$ cat src/rtl/jk_pkg.sv
// Shared types and helpers for the JK excitation driver: FSM states, bank sizing
// and the inverse-characteristic (excitation) function.
package jk_pkg;

  localparam int JK_WIDTH = 4;
  localparam int FLIPS_W  = $clog2(JK_WIDTH + 1);

  typedef enum logic [1:0] {
    IDLE  = 2'd0,
    APPLY = 2'd1,
    CHECK = 2'd2
  } state_t;

  // Returns {j,k} for one bit that must go from q to t; don't-cares resolved by fill mode.
  function automatic logic [1:0] jk_excite(input logic q, input logic t, input logic toggle_fill);
    logic [1:0] jk;
    if (toggle_fill) begin
      jk = {q ^ t, q ^ t};
    end else begin
      jk = {t & ~q, ~t & q};
    end
    return jk;
  endfunction

endpackage

$ cat src/rtl/jk_cell.sv
// Single JK flip-flop bit of the storage bank; updates only when enabled.
module jk_cell (
  input  logic clk,
  input  logic rst,
  input  logic en,
  input  logic j,
  input  logic k,
  output logic q
);

  // JK characteristic: q+ = j&~q | ~k&q
  always_ff @(posedge clk or posedge rst) begin
    if (rst) begin
      q <= 1'b0;
    end else if (en) begin
      q <= (j & ~q) | (~k & q);
    end else begin
      q <= q;
    end
  end

endmodule

$ cat src/rtl/jk_excitation_driver.sv
// Drives a JK register bank to a requested target via derived J/K excitation.
// Define JK_TOGGLE_FILL_EN to fill don't-cares in toggle form (j=k=tgt^q).
module jk_excitation_driver
  import jk_pkg::*;
#(
  parameter int WIDTH = JK_WIDTH,
  parameter int CNT_W = 8
) (
  input  logic                         clk,
  input  logic                         rst,
  input  logic                         in_valid,
  output logic                         in_ready,
  input  logic [WIDTH-1:0]             target,
  output logic [WIDTH-1:0]             j,
  output logic [WIDTH-1:0]             k,
  output logic [WIDTH-1:0]             q,
  output logic                         done,
  output logic                         err,
  output logic [$clog2(WIDTH+1)-1:0]   flips,
  output logic [CNT_W-1:0]             txn_cnt
);

  localparam int FW = $clog2(WIDTH + 1);
`ifdef JK_TOGGLE_FILL_EN
  localparam logic TOGGLE_FILL = 1'b1;
`else
  localparam logic TOGGLE_FILL = 1'b0;
`endif

  state_t           state, state_nx;
  logic [WIDTH-1:0] tgt_r;
  logic [WIDTH-1:0] j_nx, k_nx;
  logic [FW-1:0]    pop;
  logic             accept;
  logic             apply_en;

  assign in_ready = (state == IDLE);
  assign accept   = in_valid & in_ready;
  assign apply_en = (state == APPLY);

  // State register
  always_ff @(posedge clk or posedge rst) begin
    if (rst) begin
      state <= IDLE;
    end else begin
      state <= state_nx;
    end
  end

  // Next-state logic: every non-IDLE state lasts exactly one cycle
  always_comb begin
    state_nx = state;
    case (state)
      IDLE:    state_nx = in_valid ? APPLY : IDLE;
      APPLY:   state_nx = CHECK;
      CHECK:   state_nx = IDLE;
      default: state_nx = IDLE;
    endcase
  end

  // Excitation and flip count, evaluated against the offered target while idle
  always_comb begin
    j_nx = '0;
    k_nx = '0;
    pop  = '0;
    for (int i = 0; i < WIDTH; i++) begin
      {j_nx[i], k_nx[i]} = jk_excite(q[i], target[i], TOGGLE_FILL);
      pop = pop + FW'(q[i] ^ target[i]);
    end
  end

  // j/k are registered at accept so they are live only during APPLY
  always_ff @(posedge clk or posedge rst) begin
    if (rst) begin
      tgt_r <= '0;
      flips <= '0;
      j     <= '0;
      k     <= '0;
    end else if (accept) begin
      tgt_r <= target;
      flips <= pop;
      j     <= j_nx;
      k     <= k_nx;
    end else begin
      tgt_r <= tgt_r;
      flips <= flips;
      j     <= '0;
      k     <= '0;
    end
  end

  // Completion pulse, sticky landing check and saturating transaction count
  always_ff @(posedge clk or posedge rst) begin
    if (rst) begin
      done    <= 1'b0;
      err     <= 1'b0;
      txn_cnt <= '0;
    end else begin
      done <= (state == APPLY);
      if (state == CHECK) begin
        err <= err | (q != tgt_r);
        if (txn_cnt != {CNT_W{1'b1}}) begin
          txn_cnt <= txn_cnt + CNT_W'(1);
        end else begin
          txn_cnt <= txn_cnt;
        end
      end else begin
        err     <= err;
        txn_cnt <= txn_cnt;
      end
    end
  end

  for (genvar i = 0; i < WIDTH; i++) begin : g_cell
    jk_cell u_cell (
      .clk (clk),
      .rst (rst),
      .en  (apply_en),
      .j   (j[i]),
      .k   (k[i]),
      .q   (q[i])
    );
  end

endmodule
$ cat config.mk
export PLATFORM = sky130hd
export DESIGN_NAME = jk_excitation_driver
export DESIGN_NICKNAME = d
export VERILOG_FILES = /design/src/rtl/jk_pkg.sv /design/src/rtl/jk_cell.sv /design/src/rtl/jk_excitation_driver.sv
export SDC_FILE = /design/constraint.sdc
export NUM_CORES = 1
export LEC_CHECK = 0
export BUFFER_PORTS_ARGS = -buffer_cell sky130_fd_sc_hd__buf_4
export CAP_MARGIN = 40
export CELL_PAD_IN_SITES_DETAIL_PLACEMENT = 0
export CELL_PAD_IN_SITES_GLOBAL_PLACEMENT = 1
export CORE_MARGIN = 2
export CORE_UTILIZATION = 41
export CTS_CLUSTER_DIAMETER = 100
export DETAILED_ROUTE_END_ITERATION = 8
export PLACE_DENSITY = 0.89
export SLEW_MARGIN = 20
export SYNTH_ARGS = -nofsm -noshare
export SYNTH_HDL_FRONTEND = slang
export SYNTH_HIERARCHICAL = 1
export SYNTH_SLANG_ARGS = --single-unit
$ cat constraint.sdc
create_clock -name clk -period 2.65 [get_ports clk]
set_input_delay 0.265 -clock clk [delete_from_list [all_inputs] [get_ports clk]]
set_output_delay 0.265 -clock clk [all_outputs]
set_load 0.005 [all_outputs]
==> results of run 1 <==
[cell families after synthesis]
group,after synthesis
fa+ha+maj,12
mux,10
compound gates,13
simple gates,26
flops,30
xor+xnor,8
buf+inv,18
[final timing paths]
| check | start | end | slack [ns] | depth (start not counted) |
|---|---|---|---|---|
| min in group asynchronous | rst | g_cell[0].u_cell/q | 0.36 | 3 |
| min reg2reg | k[0] | g_cell[0].u_cell/q | 0.46 | 1 |
| max | g_cell[3].u_cell/q | flips[1] | 0.44 | 6 |
| max reg2reg | g_cell[3].u_cell/q | flips[1] | 0.44 | 6 |
| max in group asynchronous | rst | j[3] | 1.67 | 4 |
| min | target[0] | tgt_r[0] | 0.17 | 2 |
[area by class of cell]
| type | instances | area [um2] | share of cell area, % |
|---|---|---|---|
| Inverter | 17 | 63.8 | 3.59 |
| Sequential cell | 30 | 751 | 42.3 |
| Timing Repair Buffer | 35 | 285 | 16.1 |
| Tap cell | 46 | 57.6 | 3.24 |
| Clock buffer | 7 | 45.0 | 2.54 |
| Multi-Input combinational cell | 69 | 574 | 32.3 |
[Yosys cell counts]
| cell | number | share of area, % |
|---|---|---|
| nor2_2 | 1 | 0.45 |
| nor2_1 | 3 | 0.80 |
| nor2b_4 | 1 | 0.98 |
| o21ai_1 | 1 | 0.36 |
| and2_1 | 1 | 0.45 |
| nand4_1 | 4 | 1.8 |
| nor3_1 | 1 | 0.36 |
| and3_1 | 8 | 3.6 |
| nand3_1 | 2 | 0.71 |
| and3_4 | 1 | 0.80 |
| or2_1 | 1 | 0.45 |
| a31oi_1 | 4 | 1.8 |
| dfrtp_1 | 30 | 54 |
| nor2b_1 | 1 | 0.45 |
| a21o_1 | 1 | 0.54 |
| fa_1 | 1 | 1.4 |
| xor2_1 | 2 | 1.3 |
| buf_6 | 1 | 0.80 |
| ha_1 | 11 | 9.8 |
| a21oi_1 | 7 | 2.5 |
| nand2_1 | 2 | 0.54 |
| inv_1 | 17 | 4.6 |
| mux2i_1 | 1 | 0.71 |
| mux2_4 | 1 | 1.1 |
| mux2_1 | 8 | 6.4 |
| xnor2_1 | 6 | 3.8 |
[critical path: stages, from the launching register on]
cell     delay, ns
dfrtp_1       0.45
ha_1          0.32
fa_1          0.54
inv_1         0.04
ha_1          0.19
ha_1          0.26
mux2_1        0.28
[routing by layer]
metal  vias up  track usage (%)  part of all wire (%)
li1        479                -                     -
met3         4             6.85                   6.4
met4         0             5.00                   1.2
met2        31             26.2                    53
met1       482             18.1                    39
met5         -                0                     0
[power breakdown]
group          switching (mW)  total (mW)  internal, mW
Combinational           0.247       0.582         0.335
Sequential              0.138       0.720         0.582
Clock                   0.150       0.250        0.0998
Total                   0.535        1.55          1.02
[sequential cells by signal, summed over array words and instances, names as in the netlist]
register and flops:
tgt_r 4, j 4, k 4, txn_cnt 8, g_cell.u_cell/q 4, state 1, flips 3, done 1
err 1
[cells in the final DEF, fill, tap and decap left out, types with 5 or more instances in the layout]
| cell type | Yosys | final |
|---|---|---|
| buf_4 | 0 | 33 |
| dfrtp_1 | 30 | 30 |
| inv_1 | 17 | 17 |
| ha_1 | 11 | 11 |
| mux2_1 | 8 | 8 |
| and3_1 | 8 | 8 |
| a21oi_1 | 7 | 7 |
| xnor2_1 | 6 | 6 |
| clkbuf_4 | 0 | 5 |
==> flow_metrics.env, run 1 <==
export IMPL_synth_compound_area_share_pct=5.18
export IMPL_area_delta_synth_final_pct=26.9
export IMPL_root_buffer="clkbuf_4"
export IMPL_hold_ws_ns=0.172
export IMPL_synth_top_family_by_area="simple AND/OR/NAND/NOR gates"
export IMPL_setup_viol=0
export IMPL_setup_tns_final_ns=0
export IMPL_setup_slack_ns=0.442
export IMPL_arrival_ns=2.42
export IMPL_grt_antenna_before_repair=0
export IMPL_instances_no_fill=204
export IMPL_die_area_um2=3900
export IMPL_synth_xor_area_share_pct=5.00
export IMPL_drtPass1Iterations=4
export IMPL_synth_simple_area_share_pct=11.3
export IMPL_post_route_min_period_ns=2.21
export IMPL_gp_congestion=0.824
export IMPL_viasPerCell=4.88
export IMPL_cts_htree_levels=2
export IMPL_drv_cap=0
export IMPL_utilization_pct=53.7
export IMPL_start_util_pct=42.3
export IMPL_status="finished clean"
export IMPL_track_usage_pct=15.7
export IMPL_worstHoldPathType="input port to flip-flop"
export IMPL_critPathCaptureType="flip-flop"
export IMPL_path_clk_slew_ns=0.09
export IMPL_post_drt_wl_per_cell_um=13.1
export IMPL_clkSinkCount=30
export IMPL_syn_nets=136
export IMPL_stdcell_area_um2=1780
export IMPL_cts_hold_buf=1
export IMPL_num_rows=21
export IMPL_fmax_mhz=453
export IMPL_p_per_area_nw_per_um2=874
export IMPL_synth_area_um2=1400
export IMPL_vdd_ir_drop_max_uv=492
export IMPL_yosysSeqAreaShare_pct=53.6
export IMPL_start_kind="flip-flop"
export IMPL_grt_max_degree=18
export IMPL_io_pins=33
export IMPL_num_vias=996
export IMPL_overflow=0
export IMPL_finalMaxSlewViolations=0
export IMPL_drc_errors=0
export IMPL_nets=177
export IMPL_dp_slack_ns=0.452
export IMPL_total_power_mw=1.55
export IMPL_ant_nets=0
export IMPL_fill_cells=328
export IMPL_drtIter0Drc=73
export IMPL_worstMarginPinSlew_ns=0.586
export IMPL_antennaDiodeCount=0
export IMPL_clock_path_buffers=2
export IMPL_place_area_um2=1720
export IMPL_place_inst=196
export IMPL_layout_drive_gt1_share_pct=27.2
export IMPL_finalCritPeriodShare_pct=83.3
export IMPL_synthMuxAreaShare_pct=8.22
export IMPL_core_um2=3310
export IMPL_worst_setup_path_type="flip-flop to flip-flop"
export IMPL_io_buffers=32
export IMPL_synthAdderAreaFrac_pct=11.3
export IMPL_die_height_um=62.4
export IMPL_cts_setup_buffers=0
export IMPL_cts_tree="yes"
export IMPL_die_w_um=62.4
export IMPL_wl_um=2680
export IMPL_syn_avg_cell_area_um2=12.0
export IMPL_ys_warn_count=6
export IMPL_yosysUniqueCellTypes=26
export IMPL_ys_ff_latch=30
export IMPL_cts_resized=0
export IMPL_finalHoldViolations=0
export IMPL_skew_ns=0.00849
export IMPL_grt_first_pass_wirelength_um=4710
export IMPL_dp_hpwl_um=2070
export IMPL_cts_buffers=5
export IMPL_rsz0062_at_grt="no"
export IMPL_required_ns=2.87
export IMPL_grt_pass1_vias=1023
export IMPL_p_leak_nw=0.932
export IMPL_synthCells=117
export IMPL_crit_fanout=6
export IMPL_relSlewSlack_pct=60.9
export IMPL_clk_latency_ns=0.33
(Power assumes the default switching activity.)
==> run 2: changes to the inputs <==
==> constraint.sdc (replaced) <==
create_clock -name clk -period 2.1 [get_ports clk]
set_input_delay 0.21 -clock clk [delete_from_list [all_inputs] [get_ports clk]]
set_output_delay 0.21 -clock clk [all_outputs]
set_load 0.005 [all_outputs]
==> flow_metrics.env, run 2 (synthesized netlist as in run 1, its figures left out) <==
export IMPL_worstHoldPathType="input port to flip-flop"
export IMPL_setup_slack_ns=0.103
export IMPL_critPathCaptureType="flip-flop"
export IMPL_reg2reg_depth=6
export IMPL_clkSinkCount=30
export IMPL_path_clk_slew_ns=0.09
export IMPL_rsz0062_at_grt="no"
export IMPL_drtIter0Drc=36
export IMPL_grt_max_degree=19
export IMPL_worstMarginPinSlew_ns=0.571
export IMPL_post_drt_wl_per_cell_um=13.9
export IMPL_cp_cell_sequence="ha_4 -> fa_1 -> inv_1 -> ha_2 -> ha_4 -> mux2_1"
export IMPL_crit_fanout=2
export IMPL_drtPass1Iterations=4
export IMPL_required_ns=2.31
export IMPL_skew_ns=0.0108
export IMPL_cts_setup_buffers=0
export IMPL_grt_pass1_vias=1030
export IMPL_overflow=0
export IMPL_wl_um=2900
export IMPL_start_kind="flip-flop"
export IMPL_vdd_ir_drop_max_uv=667
export IMPL_fmax_mhz=501
export IMPL_num_rows=21
export IMPL_ant_nets=0
export IMPL_cts_tree="yes"
export IMPL_stdcell_area_um2=1850
export IMPL_clk_latency_ns=0.33
export IMPL_relSlewSlack_pct=61.9
export IMPL_hp_start="target[1]"
export IMPL_gp_congestion=0.856
export IMPL_grt_first_pass_wirelength_um=5000
export IMPL_post_route_min_period_ns=2.00
export IMPL_finalMaxSlewViolations=0
export IMPL_drv_cap=0
export IMPL_largest_register_ff_count=8
export IMPL_drc_errors=0
export IMPL_grt_antenna_before_repair=0
export IMPL_multi_input_area_um2=631
export IMPL_die_w_um=62.4
export IMPL_io_pins=33
export IMPL_die_height_um=62.4
export IMPL_die_area_um2=3900
export IMPL_cts_htree_levels=2
export IMPL_fill_cells=307
export IMPL_crit_top_cell="ha_4"
export IMPL_start_util_pct=42.3
export IMPL_final_common_cell="buf_4"
export IMPL_rr_startpoint="g_cell[3].u_cell/q"
export IMPL_most_common_layout_cells="buf_4, dfrtp_1, inv_1, and3_1"
export IMPL_setup_tns_final_ns=0
export IMPL_register_area_um2=751
export IMPL_p_leak_nw=0.950
export IMPL_cts_buffers=5
export IMPL_place_area_um2=1740
export IMPL_antennaDiodeCount=0
export IMPL_dp_slack_ns=0.0331
export IMPL_hold_path_end="tgt_r[1]"
export IMPL_finalHoldViolations=0
export IMPL_slowest_delay_ns=0.53
export IMPL_nets=180
export IMPL_root_buffer="clkbuf_4"
export IMPL_dp_hpwl_um=2240
export IMPL_p_per_area_nw_per_um2=1170
export IMPL_r2r_setup_slack_ns=0.10
export IMPL_arrival_ns=2.21
export IMPL_track_usage_pct=16.8
export IMPL_regMostFlops="txn_cnt"
export IMPL_worst_setup_path_type="flip-flop to flip-flop"
export IMPL_total_power_mw=2.17
export IMPL_clock_path_buffers=2
export IMPL_timing_rr_end="flips[2]"
export IMPL_setup_viol=0
export IMPL_area_delta_synth_final_pct=32.2
export IMPL_io_buffers=32
export IMPL_viasPerCell=4.85
export IMPL_hold_depth=2
export IMPL_finalCritPeriodShare_pct=95.1
export IMPL_slowest_stage="fa_1"
export IMPL_layout_drive_gt1_share_pct=33.3
export IMPL_num_vias=1008
export IMPL_status="finished clean"
export IMPL_core_um2=3310
## run 2: routing by layer
| layer | wire length (um) | GRT usage [%] |
|---|---|---|
| met1 | 1260 | 20.9 |
| met4 | 35 | 5.28 |
| met5 | 0 | 0 |
| met3 | 184 | 7.03 |
| met2 | 1420 | 26.7 |
## run 2: worst max-delay path by stage
stage                                   from       end  cells past startpoint
after CTS                 g_cell[0].u_cell/q  flips[1]                      6
final                     g_cell[3].u_cell/q  flips[2]                      6
after detailed placement  g_cell[2].u_cell/q  flips[1]                      6
after floorplan           g_cell[2].u_cell/q  flips[1]                      6
after global placement    g_cell[2].u_cell/q  flips[1]                      6
after global routing      g_cell[3].u_cell/q  flips[2]                      6
## run 2: through the flow
| step | instances | utilization (%) | hold slack (ns) |
|---|---|---|---|
| 6_report | 208 | 55.9 | 0.121 |
| 5_1_grt | 208 | 55.9 | 0.108 |
| 4_1_cts | 208 | 54.8 | 0.111 |
| 3_5_place_dp | 199 | 52.6 | 0.0983 |
| 3_3_place_gp | 199 | 52.6 | 0.0948 |
| 2_1_floorplan | 117 | - | -0.0613 |
## run 2: repair_timing
| item | CTS | global route |
|---|---|---|
| hold endpoints to repair | 12 | 0 |
| endpoints found under the setup margin | 0 | 2 |
| hold buffers | 1 | 0 |
| resized for setup | 0 | 3 |
## run 2: area by class of cell
cell class	count	area share [%]
Multi-Input combinational cell	69	34.1
Clock buffer	7	2.97
Clock inverter	1	0.270
Timing Repair Buffer	38	15.6
Tap cell	46	3.11
Sequential cell	30	40.6
Inverter	17	3.45
## run 2: power breakdown
group          internal [mW]  leakage [nW]  switching, mW
Combinational          0.522         0.538          0.404
Clock                  0.162        0.0353          0.197
Sequential             0.734         0.377          0.153
Total                   1.42         0.950          0.754
## run 2: worst max-delay path, delay by kind of cell (launching register included)
family,cells,cell delay (ns)
flops,1,0.42
fa+ha+maj,4,1.12
mux,1,0.29
buf+inv,1,0.06
==> run 3: changes to the inputs <==
--- a/config.mk
+++ b/config.mk
@@ -6,16 +6,15 @@
 export NUM_CORES = 1
 export LEC_CHECK = 0
 export BUFFER_PORTS_ARGS = -buffer_cell sky130_fd_sc_hd__buf_4
-export CAP_MARGIN = 40
+export CAP_MARGIN = 20
 export CELL_PAD_IN_SITES_DETAIL_PLACEMENT = 0
 export CELL_PAD_IN_SITES_GLOBAL_PLACEMENT = 1
 export CORE_MARGIN = 2
-export CORE_UTILIZATION = 41
+export CORE_UTILIZATION = 42
 export CTS_CLUSTER_DIAMETER = 100
 export DETAILED_ROUTE_END_ITERATION = 8
 export PLACE_DENSITY = 0.89
 export SLEW_MARGIN = 20
 export SYNTH_ARGS = -nofsm -noshare
 export SYNTH_HDL_FRONTEND = slang
-export SYNTH_HIERARCHICAL = 1
 export SYNTH_SLANG_ARGS = --single-unit
==> flow_metrics.env, run 3 <==
export IMPL_rsz0062_at_grt="no"
export IMPL_ys_warn_count=0
export IMPL_yosysSeqAreaShare_pct=49.1
export IMPL_stdcell_area_um2=1830
export IMPL_fill_cells=307
export IMPL_regMostFlops="txn_cnt"
export IMPL_fmax_mhz=492
export IMPL_critPathCaptureType="flip-flop"
export IMPL_arrival_ns=2.24
export IMPL_wl_um=2710
export IMPL_nets=176
export IMPL_core_um2=3420
export IMPL_die_height_um=64.4
export IMPL_io_pins=33
export IMPL_post_route_min_period_ns=2.03
export IMPL_synthMuxAreaShare_pct=9.08
export IMPL_cts_buffers=5
export IMPL_grt_max_degree=31
export IMPL_relSlewSlack_pct=56.5
export IMPL_track_usage_pct=14.6
export IMPL_yosysUniqueCellTypes=28
export IMPL_vdd_ir_drop_max_uv=587
export IMPL_viasPerCell=4.88
export IMPL_ant_nets=0
export IMPL_drc_errors=0
export IMPL_yosysTopAreaCell="dfrtp_1"
export IMPL_worstHoldPathType="input port to flip-flop"
export IMPL_clock_path_buffers=2
export IMPL_synthArstFlopShare_pct=100
export IMPL_crit_fanout=2
export IMPL_start_util_pct=44.8
export IMPL_gp_congestion=0.758
export IMPL_synthAdderAreaFrac_pct=10.3
export IMPL_overflow=0
export IMPL_synth_compound_area_share_pct=4.42
export IMPL_synth_top_area_share_pct=49.1
export IMPL_dp_hpwl_um=1990
export IMPL_die_area_um2=4140
export IMPL_setup_viol=0
export IMPL_grt_pass1_vias=1029
export IMPL_num_vias=991
export IMPL_finalMaxSlewViolations=0
export IMPL_syn_nets=146
export IMPL_drv_cap=0
export IMPL_synth_area_um2=1530
export IMPL_die_w_um=64.4
export IMPL_worst_setup_path_type="flip-flop to flip-flop"
export IMPL_ys_flop_type="dfrtp_1"
export IMPL_synthCells=127
export IMPL_yosysMostFrequentCell="dfrtp_1"
export IMPL_finalHoldViolations=0
export IMPL_most_common_layout_cells="buf_4, dfrtp_1, inv_1, ha_1, and3_2"
export IMPL_grt_first_pass_wirelength_um=4570
export IMPL_finalCritPeriodShare_pct=96.8
export IMPL_grt_antenna_before_repair=0
export IMPL_ys_ff_latch=30
export IMPL_start_kind="flip-flop"
export IMPL_synthTopCellsByArea="dfrtp_1, ha_1, mux2_4"
export IMPL_layout_drive_gt1_share_pct=40.8
export IMPL_synth_xor_area_share_pct=4.58
export IMPL_root_buffer="clkbuf_4"
export IMPL_antennaDiodeCount=0
export IMPL_place_area_um2=1740
export IMPL_io_buffers=32
export IMPL_required_ns=2.31
export IMPL_post_drt_wl_per_cell_um=13.4
export IMPL_setup_tns_final_ns=0
export IMPL_p_per_area_nw_per_um2=1140
export IMPL_clk_latency_ns=0.32
export IMPL_largest_register_ff_count=8
export IMPL_num_rows=21
export IMPL_syn_avg_cell_area_um2=12.0
export IMPL_cts_htree_levels=2
export IMPL_skew_ns=0.00968
export IMPL_cts_tree="yes"
export IMPL_path_clk_slew_ns=0.09
export IMPL_synth_edf_count=0
export IMPL_yosys_top_cells_count="dfrtp_1, buf_4, inv_1, ha_1, and3_2"
export IMPL_status="finished clean"
export IMPL_worstMarginPinSlew_ns=0.651
export IMPL_synth_top_family_by_area="simple AND/OR/NAND/NOR gates"
export IMPL_p_leak_nw=0.948
export IMPL_drtPass1Iterations=4
export IMPL_cts_setup_buffers=0
export IMPL_synth_simple_area_share_pct=12.1
export IMPL_area_delta_synth_final_pct=19.3
export IMPL_drtIter0Drc=27
export IMPL_final_common_cell="buf_4"
export IMPL_clkSinkCount=30
run 3: worst paths after layout:
kind | slack (ns) | endpoint | from | cells after the start
max | 0.07 | flips[1] | g_cell[3].u_cell.q | 6
min | 0.13 | tgt_r[3] | target[3] | 2
max reg2reg | 0.07 | flips[1] | g_cell[3].u_cell.q | 6
min reg2reg | 0.47 | err | err | 1
max in group asynchronous | 1.30 | g_cell[1].u_cell.q | rst | 4
min in group asynchronous | 0.51 | txn_cnt[5] | rst | 4
run 3: timing repair:
action                                  in CTS  in global routing
hold buffers                                 1                  0
gates cloned                                 0                  0
endpoints found under the hold margin       30                  0
pin swaps                                    0                  0
gates resized for setup                      1                  1
endpoints found under the setup margin       1                  1
run 3: logic make-up (layout without fill, tap and decap cells):
group	count (synthesis)	in the layout
adders and majority gates	12	12
DFF	30	30
and+or+nand+nor	29	29
buffers and inverters	26	56
muxes	10	10
xor gates and xnor gates	8	8
AOI/OAI and AO/OA	12	12
run 3: per-stage QoR:
stage	utilization [%]	cells	hold slack [ns]	total power, mW	setup slack (ns)
final	53.4	203	0.131	2.08	0.0677
after global routing	53.4	203	0.117	2.26	0.00132
after CTS	53.1	203	0.117	2.10	0.0212
after detailed placement	51.0	195	0.318	1.77	0.0106
after global placement	51.0	195	0.312	1.75	0.0433
after floorplan	-	127	0.301	1.45	0.00844
run 3: final cells by class:
cell class | count | area, um2 | share of cell area [%]
Clock inverter | 2 | 10.0 | 0.548
Tap cell | 46 | 57.6 | 3.15
Inverter | 12 | 45.0 | 2.47
Multi-Input combinational cell | 71 | 644 | 35.3
Timing Repair Buffer | 37 | 280 | 15.4
Clock buffer | 5 | 37.5 | 2.06
Sequential cell | 30 | 751 | 41.1
run 3: critical path, cell delays in order, from the launching register on:
cell     delay [ns]
dfrtp_1        0.41
ha_4           0.23
fa_1           0.52
inv_1          0.04
ha_1           0.19
ha_1           0.27
mux2_4         0.25
run 3: routing by layer:
| metal | wire length, um | global-route usage, % |
|---|---|---|
| met2 | 1370 | 23.6 |
| met1 | 1150 | 17.6 |
| met3 | 145 | 3.52 |
| met4 | 48 | 8.51 |
| met5 | 0 | 0 |
run 3: power by group:
group | switching, mW | internal (mW) | leakage [nW]
clock network | 0.185 | 0.120 | 0.0308
logic | 0.367 | 0.526 | 0.540
registers | 0.148 | 0.734 | 0.377
total | 0.701 | 1.38 | 0.948
